[config.mk]
export PLATFORM = sky130hd
export DESIGN_NAME = message_stream_splitter_flat
export DESIGN_NICKNAME = d
export VERILOG_FILES = /design/src/rtl/message_stream_splitter_if.sv /design/src/rtl/message_stream_splitter.sv /design/src/flat_wrapper.sv
export SDC_FILE = /design/constraint.sdc
export NUM_CORES = 1
export LEC_CHECK = 0
export ABC_CLOCK_PERIOD_IN_PS = 5150
export BUFFER_PORTS_ARGS = -buffer_cell sky130_fd_sc_hd__clkbuf_2
export CAP_MARGIN = 25
export CORE_MARGIN = 2
export CORE_UTILIZATION = 56
export DETAILED_ROUTE_END_ITERATION = 10
export GPL_TIMING_DRIVEN = 0
export PLACE_DENSITY = 0.93
export REMOVE_ABC_BUFFERS = 1
export SYNTH_ARGS = -nofsm -noshare
export SYNTH_HDL_FRONTEND = slang
export SYNTH_SLANG_ARGS = --single-unit
[constraint.sdc]
create_clock -name clk -period 5.15 [get_ports clk]
set_input_delay 0 -clock clk [delete_from_list [all_inputs] [get_ports clk]]
set_output_delay 0 -clock clk [all_outputs]
set_load 0.01 [all_outputs]
[src/rtl/message_stream_splitter_if.sv]
// Merged-stream input and per-channel output bus of the message stream splitter.
// slave is the splitter's side, master the producer/consumer side.
interface message_stream_splitter_if #(
  parameter int unsigned WIDTH     = 32,
  parameter int unsigned N_STREAMS = 4
);
  logic [WIDTH-1:0]           in_data;
  logic                       in_nd;
  logic [WIDTH*N_STREAMS-1:0] out_data;
  logic [N_STREAMS-1:0]       out_nd;
  logic                       error;

  modport master (
    output in_data, in_nd,
    input  out_data, out_nd, error
  );

  modport slave (
    input  in_data, in_nd,
    output out_data, out_nd, error
  );
endinterface

[src/rtl/message_stream_splitter.sv]
// Routes each packet (header + LEN payload blocks) of one merged message stream
// to the output stream selected by the header's DEST field; one-cycle registered latency.
module message_stream_splitter #(
  parameter int unsigned N_STREAMS             = 4,
  parameter int unsigned LOG_N_STREAMS         = 2,
  parameter int unsigned WIDTH                 = 32,
  parameter int unsigned MAX_PACKET_LENGTH     = 1024,
  parameter int unsigned LOG_MAX_PACKET_LENGTH = 10
) (
  input logic                     clk,
  input logic                     rst,
  message_stream_splitter_if.slave bus
);

  localparam int unsigned LEN_W  = LOG_MAX_PACKET_LENGTH;
  localparam int unsigned DEST_W = LOG_N_STREAMS;
  localparam int unsigned CMP_W  = LOG_N_STREAMS + 1;

  typedef enum logic [1:0] {
    IDLE    = 2'd0,
    FORWARD = 2'd1,
    DROP    = 2'd2
  } state_t;

  state_t                     state;
  logic [LEN_W-1:0]           remaining;
  logic [DEST_W-1:0]          dest;
  logic [WIDTH*N_STREAMS-1:0] out_data_q;
  logic [N_STREAMS-1:0]       out_nd_q;
  logic                       error_q;

  logic              is_header_c;
  logic [LEN_W-1:0]  hdr_len_c;
  logic [DEST_W-1:0] hdr_dest_c;
  logic              dest_ok_c;
  logic              fwd_en_c;
  logic [DEST_W-1:0] fwd_sel_c;

  // Header field decode and forwarding decision for the current input block.
  always_comb begin
    is_header_c = bus.in_data[WIDTH-1];
    hdr_len_c   = bus.in_data[WIDTH-2 -: LEN_W];
    hdr_dest_c  = bus.in_data[WIDTH-2-LEN_W -: DEST_W];
    dest_ok_c   = {1'b0, hdr_dest_c} < CMP_W'(N_STREAMS);
    fwd_en_c    = 1'b0;
    fwd_sel_c   = dest;
    if (bus.in_nd) begin
      if (state == IDLE) begin
        fwd_en_c  = is_header_c && dest_ok_c;
        fwd_sel_c = hdr_dest_c;
      end else if (state == FORWARD) begin
        fwd_en_c  = 1'b1;
      end
    end
  end

  // Packet FSM plus registered outputs; only valid input cycles advance it.
  always_ff @(posedge clk) begin
    if (rst) begin
      state      <= IDLE;
      remaining  <= '0;
      dest       <= '0;
      out_data_q <= '0;
      out_nd_q   <= '0;
      error_q    <= 1'b0;
    end else begin
      out_nd_q <= '0;
      for (int unsigned k = 0; k < N_STREAMS; k++) begin
        if (fwd_en_c && (fwd_sel_c == DEST_W'(k))) begin
          out_data_q[k*WIDTH +: WIDTH] <= bus.in_data;
          out_nd_q[k]                  <= 1'b1;
        end
      end
      if (bus.in_nd) begin
        case (state)
          IDLE: begin
            if (!is_header_c) begin
              error_q <= 1'b1;
            end else begin
              if (dest_ok_c) begin
                dest <= hdr_dest_c;
              end else begin
                error_q <= 1'b1;
              end
              if (hdr_len_c != '0) begin
                remaining <= hdr_len_c;
                state     <= dest_ok_c ? FORWARD : DROP;
              end
            end
          end
          FORWARD, DROP: begin
            remaining <= remaining - LEN_W'(1);
            if (remaining == LEN_W'(1)) begin
              state <= IDLE;
            end
          end
          default: state <= IDLE;
        endcase
      end
    end
  end

  assign bus.out_data = out_data_q;
  assign bus.out_nd   = out_nd_q;
  assign bus.error    = error_q;

endmodule

[src/flat_wrapper.sv]
// flat-port wrapper written by rule: the top's interface ports become plain ports
module message_stream_splitter_flat 
#(
  parameter int unsigned N_STREAMS             = 4,
  parameter int unsigned LOG_N_STREAMS         = 2,
  parameter int unsigned WIDTH                 = 32,
  parameter int unsigned MAX_PACKET_LENGTH     = 1024,
  parameter int unsigned LOG_MAX_PACKET_LENGTH = 10
)
  (clk, rst, bus_in_data, bus_in_nd, bus_out_data, bus_out_nd, bus_error);
  message_stream_splitter_if #(.WIDTH(WIDTH), .N_STREAMS(N_STREAMS)) bus_i ();
  input logic clk;
  input logic rst;
  input wire logic [$bits(bus_i.in_data)-1:0] bus_in_data;
  input wire logic [$bits(bus_i.in_nd)-1:0] bus_in_nd;
  output wire logic [$bits(bus_i.out_data)-1:0] bus_out_data;
  output wire logic [$bits(bus_i.out_nd)-1:0] bus_out_nd;
  output wire logic [$bits(bus_i.error)-1:0] bus_error;
  assign bus_i.in_data = bus_in_data;
  assign bus_i.in_nd = bus_in_nd;
  assign bus_out_data = bus_i.out_data;
  assign bus_out_nd = bus_i.out_nd;
  assign bus_error = bus_i.error;
  message_stream_splitter #(.N_STREAMS(N_STREAMS), .LOG_N_STREAMS(LOG_N_STREAMS), .WIDTH(WIDTH), .MAX_PACKET_LENGTH(MAX_PACKET_LENGTH), .LOG_MAX_PACKET_LENGTH(LOG_MAX_PACKET_LENGTH)) u_core (.clk(clk), .rst(rst), .bus(bus_i));
endmodule
======== Yosys cells after proc, flatten, opt, wreduce, memory -nomap -nowiden ========
Cells that the tools add are included.
storage, ports and cells
  latch bits .............................. 0
  word-level logic and storage cells ...... 49
  bits in read-only memories .............. 0
  memories ................................ 0
  memory bits (writable) .................. 0
  flip-flop bits (word level) ............. 147
  bits of input ports ..................... 35
cells by class
  equality and inequality tests ........... 9
  shifts and indexed selects .............. 0
  mux-type cells .......................... 16
  bitwise logic cells ..................... 1
  reductions and logical operators ........ 13
  magnitude comparators ................... 0
  $add $sub $neg .......................... 1
  $mul .................................... 0
  divide/modulo/power cells ............... 0
operators by type and width
  cell                   number
  $mux 10                2
  $pmux 10 s2            1
  $eq 10x1->1 const B    1
  $mux 2                 5
  $reduce_bool 10->1     1
  $sub 10x1->10 const B  1
  $reduce_and 4->1       2
  $mux 1                 7
  $eq 2x2->1 const B     3
  $reduce_and 3->1       2
  $eq 2x1->1 const B     2
  $logic_and 1x1->1      4
  $logic_not 2->1        2
  $ne 2x2->1 const B     2
  $pmux 2 s2             1
  $ne 2x1->1 const B     1
  $reduce_bool 2->1      1
  $reduce_or 2->1        1
  $not 1->1              1

======== Depth between registers and ports, before layout ========
Gate-level depths: netlist of run 1.
  depth after elaboration ................. 6
  gate-level depth with buffers ........... 7
  depth with buffers taken out ............ 6

======== Worst setup path after synthesis of run 1 ========
OpenSTA, ideal clock, no wires.
  kind .................................... reg2reg
  start ................................... register u_core.state[0]
  end ..................................... register u_core.remaining[0]
  path slack .............................. 3.479 ns
  period minus slack after synthesis ...... 1.671 ns
  arrival ................................. 1.543 ns
  path buffers ............................ 1
  stages on the path, launching flop included .. 6
  library setup time ...................... 0.128 ns
  cell sequence ........................... dfxtp_1 -> or4_4 -> o31ai_4 -> buf_6 -> mux2i_1 -> nor2_1
between the ends
  cells in the longest elaborated chain, start to end .. 4
  elaborated cells between the ends (all ways) .. 9
  classes of those cells .................. eq/ne (4); mux (1); reduce/logical (4)
ends and longest elaborated chain
  item                                      line                           RTL
  from (decl)                               message_stream_splitter.sv:25  state_t state;
  from (signal assigned)                    message_stream_splitter.sv:87  state <= dest_ok_c ? FORWARD : DROP;
  $eq 2x2->1 or $eq 2x1->1 (tied branches)  message_stream_splitter.sv:75  case (state)
  $reduce_or 2->1                           message_stream_splitter.sv:75
  $reduce_bool 2->1 (no source line)        n/a
  $reduce_and 4->1 (no source line)         n/a
  to (signal assigned)                      message_stream_splitter.sv:86  remaining <= hdr_len_c;
  to (signal assigned)                      message_stream_splitter.sv:92  remaining <= remaining - LEN_W'(1);
  to (decl)                                 message_stream_splitter.sv:26  logic [LEN_W-1:0] remaining;
Several ways; a longest one is shown, not always the timed one.
A chain may end at the register's enable or synchronous reset.

======== Worst setup path after layout of run 1 ========
  start ................................... register u_core.state[0]
  end ..................................... register u_core.out_data_q[34] (netlist: u_core.bus.out_data[34])
between the ends
  cells in the longest elaborated chain, start to end .. 5
  elaborated cells between the ends (all ways) .. 9
  classes of those cells .................. eq/ne (2); mux (5); reduce/logical (2)
ends and longest elaborated chain
  item                                           line                                                          RTL
  $eq 2x1->1 or $logic_not 2->1 (tied branches)  message_stream_splitter.sv:51, message_stream_splitter.sv:48
  $mux 1 or $mux 2 (tied branches)               message_stream_splitter.sv:51, message_stream_splitter.sv:48
  $mux 1 or $mux 2 (tied branches)               message_stream_splitter.sv:48, message_stream_splitter.sv:47
  $mux 1 or $eq 2x1->1 (tied branches)           message_stream_splitter.sv:47, message_stream_splitter.sv:69
  $logic_and 1x1->1 (*)                          message_stream_splitter.sv:69                                 if (fwd_en_c && (fwd_sel_c == DEST_W'(k))) begin
  to (signal, indexed assignment)                message_stream_splitter.sv:70                                 out_data_q[k*WIDTH +: WIDTH] <= bus.in_data;
  to (decl)                                      message_stream_splitter.sv:28                                 logic [WIDTH*N_STREAMS-1:0] out_data_q;
Every way passes the cells marked *; elsewhere a longest branch is shown, timed or not.

==> metrics.txt, run 1 <==
Core ar.=0.01018 sq mm; Yosys reg bits=between 100 and 150; largest family of logic cells by synthesized area=compound AO/OA/AOI/OAI gates; Final Slew Violations=0; H-tree Lvls=4; Ant. Diodes=0; Worst-Margin Slew=1.103 ns; Hold Crit Start=rst; Reg clk slew, reported paths=0.06 ns; Cell Area, Placed=0.006766 sq mm; IO Pins=168; Async SR Flop Fraction=0%; RSZ-0062 raised after global routing=no; CTS tree=built; Synth Area in XOR/XNOR=0%; gr usage total=29.76%; Max-cap violations=0; final WL=roughly 17 mm; Achievable Freq=330.2 MHz; clock buffer depth=2; global route total overflow=0; post-CTS setup buffers=0; vias per std cell=between 6 and 7; die area=about 0.011 sq mm; R2R Setup Slk=2.12 ns; synth unique cells=41; status=finished clean; Critical Path RT=5.56 ns; multiplexer share of the synthesized area=0.7098%; sequential area share after synthesis=50.25%; GP Congestion=0.8538; Synth Area in Compound Gates=26.50%; Final #Nets=898; first-pass GRT wire length=27.37 mm; Clk Latency, worst-skew pair=about 0.5 ns; launching element type of the critical path=flop; Final Instance Area=between 0.007 and 0.008 sq mm; Rows=37; Leakage=2.957 nW; Initial Util=57.11%; Mapped Cells=711; max_slew headroom=approximately 26%; Chip Width=105.9 um; synthesized area=0.005817 sq mm; CP Max Fanout=30; Syn Area/Cell=8.181 sq um; worst hold slack=roughly 0.23 ns; top sig layer=met4; total number of vias=6078; post-route setup slack=2.122 ns; height of the die=105.9 um; reg2reg path depth=7; metal3 WL=1.426 mm; First-pass DRT Iterations=5; Max VDD drop=~0.22 mV; Area growth syn-to-layout=32.05%; overall power=2.765 mW; FF-to-FF Start=u_core.state[0]$_SDFFE_PP0P_; HPWL Detailed=9.980 mm; post-route ant nets=0; fill count=711; initial antenna violation count=0; worst hold endpoint=u_core.bus.out_data[82]$_SDFFE_PP0P_; initial DRC count=~560; synth top area cells=dfxtp_1 (50%), a21oi_1 (12%), nand3_1 (11%); Setup violations, final=0; DRC Markers=0; Simple-Gate Fraction of Synth Area=around 16%; per-cell routed wire length=16.97 um; CP Class=reg -> reg; final hold viol count=0; Ys Warns=0; FF-to-FF End=u_core.bus.out_data[34]$_SDFFE_PP0P_; WHS Path Cells=2; number of global-route vias before repair=5598; largest area contributor in the netlist=dfxtp_1; Final Cycle Share=58.80%; WL met2=8.554 mm; WP data arrival=3.44 ns; dpl ws=2.215 ns; Adder-Cell Fraction of Synth Area=0.4302%; share of cells above drive strength 1=25.06%; minimum clock period=roughly 3 ns; CP endpoint kind=flop; top_reg_cell synth=dfxtp_1; Port Buffers=167; routed length on met1=approximately 6.9 mm; Worst Hold Class=in -> reg; clock root cell=clkbuf_8; cts bufs inserted=17; Power Dens Cells=360.0 mW/mm^2; largest net degree at the start of global routing=148; Yosys top cell area share=50.25%; Worst Clk Skew=between 0.009 and 0.01 ns; clock sinks=between 100 and 150; Post-synth EDFFs=0
==> synthesized netlist by cell type, types with 4 or more instances <==
cell type / n
o21ai_0: 130
nand4b_1: 4
a31oi_1: 4
buf_1: 6
nand3_1: 131
nor2_1: 11
a21oi_1: 142
nor3_1: 7
buf_2: 22
dfxtp_1: 146
nand2_1: 7
o21ai_1: 10
clkbuf_1: 46
==> final cells by class <==
cell class	count	area, sq um	share of cell area, %
Clock inverter	12	158.9	2.069
Multi-Input combinational cell	484	2592	33.75
Inverter	3	11.26	0.1466
Sequential cell	146	2923	38.05
Clock buffer	20	425.4	5.538
Timing Repair Buffer	209	1400	18.23
Tap cell	136	170.2	2.215
==> layout by cell type, fill, tap and decap left out, types with 4 or more instances in the layout <==
cell type,Yosys,routed
nor2_1,11,11
nor3_1,7,7
dfxtp_1,146,146
a21oi_1,142,142
nand4b_1,4,4
nand2_1,7,7
o21ai_1,10,9
nand3_1,131,131
clkinv_4,0,4
clkbuf_2,3,166
o21ai_0,130,129
dlygate4sd3_1,0,33
a31oi_1,4,4
clkbuf_16,0,16
buf_16,0,6
==> critical path, cell delays in order (launching register included) <==
cell      delay (ns)
dfxtp_1         0.83
nand2b_1        0.36
mux2i_4         0.86
buf_16          0.25
buf_16          0.17
buf_16          0.18
o21ai_0         0.10
a21oi_1         0.17
==> per-layer routing <==
metal,up-vias,track usage (%)
li1,2866,-
met1,2868,36.97
met2,319,50.28
met3,25,7.664
met4,0,10.34
met5,-,0
==> repair_timing <==
action | in CTS | in global routing
hold endpoints to repair | 140 | 0
resized for setup | 0 | 0
hold buffers | 33 | 0
==> sequential cells by signal, summed over array words and instances, names as in the netlist <==
| register | flops |
|---|---|
| u_core.bus.error | 1 |
| u_core.bus.out_data | 128 |
| u_core.bus.out_nd | 4 |
| u_core.dest | 2 |
| u_core.remaining | 10 |
| u_core.state | 1 |
==> cells by family after synthesis <==
kind of cell    count (synthesis)
compound gates                297
fa+ha+maj                       2
buf+inv                        81
flops                         146
mux                             4
simple gates                  181
==> how the worst max path moves through the flow <==
stage                                       startpoint                               endpoint  slack [ns]
final                     u_core.state[0]$_SDFFE_PP0P_   u_core.bus.out_data[34]$_SDFFE_PP0P_        2.12
after global routing      u_core.state[0]$_SDFFE_PP0P_  u_core.bus.out_data[123]$_SDFFE_PP0P_        1.87
after CTS                 u_core.state[0]$_SDFFE_PP0P_   u_core.bus.out_data[34]$_SDFFE_PP0P_        2.19
after detailed placement  u_core.state[0]$_SDFFE_PP0P_  u_core.bus.out_data[123]$_SDFFE_PP0P_        2.21
after global placement    u_core.state[0]$_SDFFE_PP0P_  u_core.bus.out_data[116]$_SDFFE_PP0P_       -3.74
after floorplan           u_core.state[0]$_SDFFE_PP0P_  u_core.bus.out_data[100]$_SDFFE_PP0P_       -0.83
==> where the power goes <==
| part | total, mW | internal [mW] | leakage, nW | switching (mW) |
|---|---|---|---|---|
| Combinational | 0.349 | 0.126 | 1.49 | 0.223 |
| Clock | 1.22 | 0.741 | 0.279 | 0.479 |
| Sequential | 1.20 | 1.17 | 1.18 | 0.0273 |
==> through the flow <==
stage / setup TNS, ns / cells / util [%]
finish: 0 / 1010 / 75.42
detailed placement: 0 / 945 / 66.44
CTS: 0 / 1010 / 75.42
global placement: -446.14 / 936 / 63.73
global route: 0 / 1010 / 75.42
floorplan: -86.99 / 633 / -
No activity file was read; power rests on OpenSTA's default activity.
==> run 2, diff against run 1 <==
--- a/config.mk
+++ b/config.mk
@@ -5,14 +5,14 @@
 export SDC_FILE = /design/constraint.sdc
 export NUM_CORES = 1
 export LEC_CHECK = 0
-export ABC_CLOCK_PERIOD_IN_PS = 5150
+export ABC_CLOCK_PERIOD_IN_PS = 2600
 export BUFFER_PORTS_ARGS = -buffer_cell sky130_fd_sc_hd__clkbuf_2
 export CAP_MARGIN = 25
 export CORE_MARGIN = 2
-export CORE_UTILIZATION = 56
+export CORE_UTILIZATION = 47
 export DETAILED_ROUTE_END_ITERATION = 10
 export GPL_TIMING_DRIVEN = 0
-export PLACE_DENSITY = 0.93
+export PLACE_DENSITY = 0.84
 export REMOVE_ABC_BUFFERS = 1
 export SYNTH_ARGS = -nofsm -noshare
 export SYNTH_HDL_FRONTEND = slang
==> constraint.sdc (replaced) <==
create_clock -name clk -period 2.6 [get_ports clk]
set_input_delay 0 -clock clk [delete_from_list [all_inputs] [get_ports clk]]
set_output_delay 0 -clock clk [all_outputs]
set_load 0.01 [all_outputs]
==> metrics.txt, run 2 (synthesis results as in run 1) <==
status=finished clean; FF-to-FF Start=u_core.state[0]$_SDFFE_PP0P_; Initial Util=48.23%; HPWL Detailed=9.734 mm; First-pass DRT Iterations=5; commonest non-fill, non-tap cell in the layout=clkbuf_2; Setup violations, final=0; H-tree Lvls=4; Critical Path RT=2.86 ns; minimum clock period=between 2 and 2.5 ns; R2R Setup Slk=0.19 ns; gr usage total=25.65%; Ant. Diodes=0; overall power=5.847 mW; largest net degree at the start of global routing=approximately 150; Area growth syn-to-layout=34.22%; Rows=40; Worst-Margin Slew=0.9907 ns; Core ar.=0.01206 sq mm; Max-cap violations=0; first-pass GRT wire length=27.45 mm; Worst Clk Skew=0.007788 ns; CTS tree=built; post-route setup slack=between 0.15 and 0.2 ns; most frequent cells in the layout=clkbuf_2 (167), dfxtp_1 (145), a21oi_1 (142); Final Cycle Share=between 90 and 100%; worst hold slack=between 0.07 and 0.08 ns; FF-to-FF End=u_core.bus.out_data[0]$_SDFFE_PP0P_; WP data arrival=2.67 ns; Setup crit start=u_core.state[0]$_SDFFE_PP0P_; GP Congestion=0.8349; die area=0.01328 sq mm; share of cells above drive strength 1=25.60%; height of the die=115.3 um; fill count=1018; Reg clk slew, reported paths=0.06 ns; CP endpoint kind=flop; Final #Nets=900; Worst Hold Class=in -> reg; clock sinks=146; Largest register FFs=128; per-cell routed wire length=16.19 um; DRC Markers=0; Layout Utilization=64.73%; final hold viol count=0; clock buffer depth=2; post-route ant nets=0; RSZ-0062 raised after global routing=no; vias per std cell=between 5 and 6; global route total overflow=0; Power Dens Cells=~750 mW/mm^2; launching element type of the critical path=flop; IO Pins=168; total number of vias=5940; Leakage=3.013 nW; initial antenna violation count=0; Final Slew Violations=0; Chip Width=115.3 um; CP Class=reg -> reg; cts bufs inserted=17; clock root cell=clkbuf_16; Clk Latency, worst-skew pair=0.42 ns; CP Max Fanout=79; max_slew headroom=33.96%; Max VDD drop=0.6037 mV; final WL=16.89 mm; dpl ws=-0.1334 ns; crit path to=u_core.bus.out_data[0]$_SDFFE_PP0P_; reg2reg path depth=5; Achievable Freq=415.2 MHz; Port Buffers=around 170; initial DRC count=796; number of global-route vias before repair=5473
run 2: changes by cell type in the layout (fill, tap and decap cells not counted), moves of 2 or more:
cell / delta
buf_4: +2
buf_16: -2
bufinv_16: +3
clkbuf_1: -2
clkinvlp_4: -2
clkinv_4: -3
buf_12: +2
clkbuf_8: +2
run 2: timing repair:
item                       in CTS  in global routing
hold buffers                   32                  0
setup endpoints to repair      32                 32
setup buffers                   0                  2
resized for setup               1                  0
hold endpoints to repair      132                  0
run 2: critical path, stage by stage, from the launching register on:
cell      delay, ns
dfxtp_2        0.60
nand2b_1       0.35
mux2_4         0.55
buf_16         0.30
o21ai_0        0.29
a21oi_1        0.11
run 2: layout make-up:
type,instances,area [sq um],area share [%]
repair buffers,211,1395,17.87
clock inverters,10,203.9,2.612
multi-input cells,484,2592,33.21
clock buffers,21,470.5,6.026
flip-flops and latches,146,2924,37.45
well taps,168,210.2,2.692
inverters,3,11.26,0.1442
run 2: worst min-delay path by stage:
| stage | startpoint | endpoint | slack [ns] | cells after the start |
|---|---|---|---|---|
| after floorplan | rst | u_core.state[0]$_SDFFE_PP0P_ | 0.06 | 1 |
| after global placement | bus_in_data[10] | u_core.bus.out_data[10]$_SDFFE_PP0P_ | 0.28 | 3 |
| after detailed placement | bus_in_data[16] | u_core.bus.out_data[48]$_SDFFE_PP0P_ | 0.28 | 3 |
| after CTS | bus_in_nd | u_core.remaining[4]$_SDFFE_PP0P_ | 0.06 | 3 |
| after global routing | bus_in_nd | u_core.remaining[4]$_SDFFE_PP0P_ | 0.07 | 3 |
| final | bus_in_nd | u_core.remaining[4]$_SDFFE_PP0P_ | 0.08 | 3 |
run 2: power breakdown:
part           switching [mW]  leakage, nW  internal, mW
logic                   0.441         1.50         0.252
registers              0.0518         1.18          2.32
clock network           0.919        0.333          1.87
total                    1.41         3.01          4.44
run 2: metal layers:
layer | global-route usage (%) | share of wire [%] | vias to the layer above
met5 | 0 | 0 | -
met3 | 8.329 | 7.2 | 34
met4 | 10.44 | 2.2 | 0
met2 | 39.06 | 47 | 255
li1 | - | - | 2864
met1 | 33.72 | 43 | 2787
run 2: through the flow:
stage	TNS, ns	area, sq um	cells
after floorplan	-419.77	5485	633
after global placement	-807.99	6531	968
after detailed placement	-3.196	6792	977
after CTS	0	7787	1040
after global routing	0	7807	1043
final	0	7807	1043
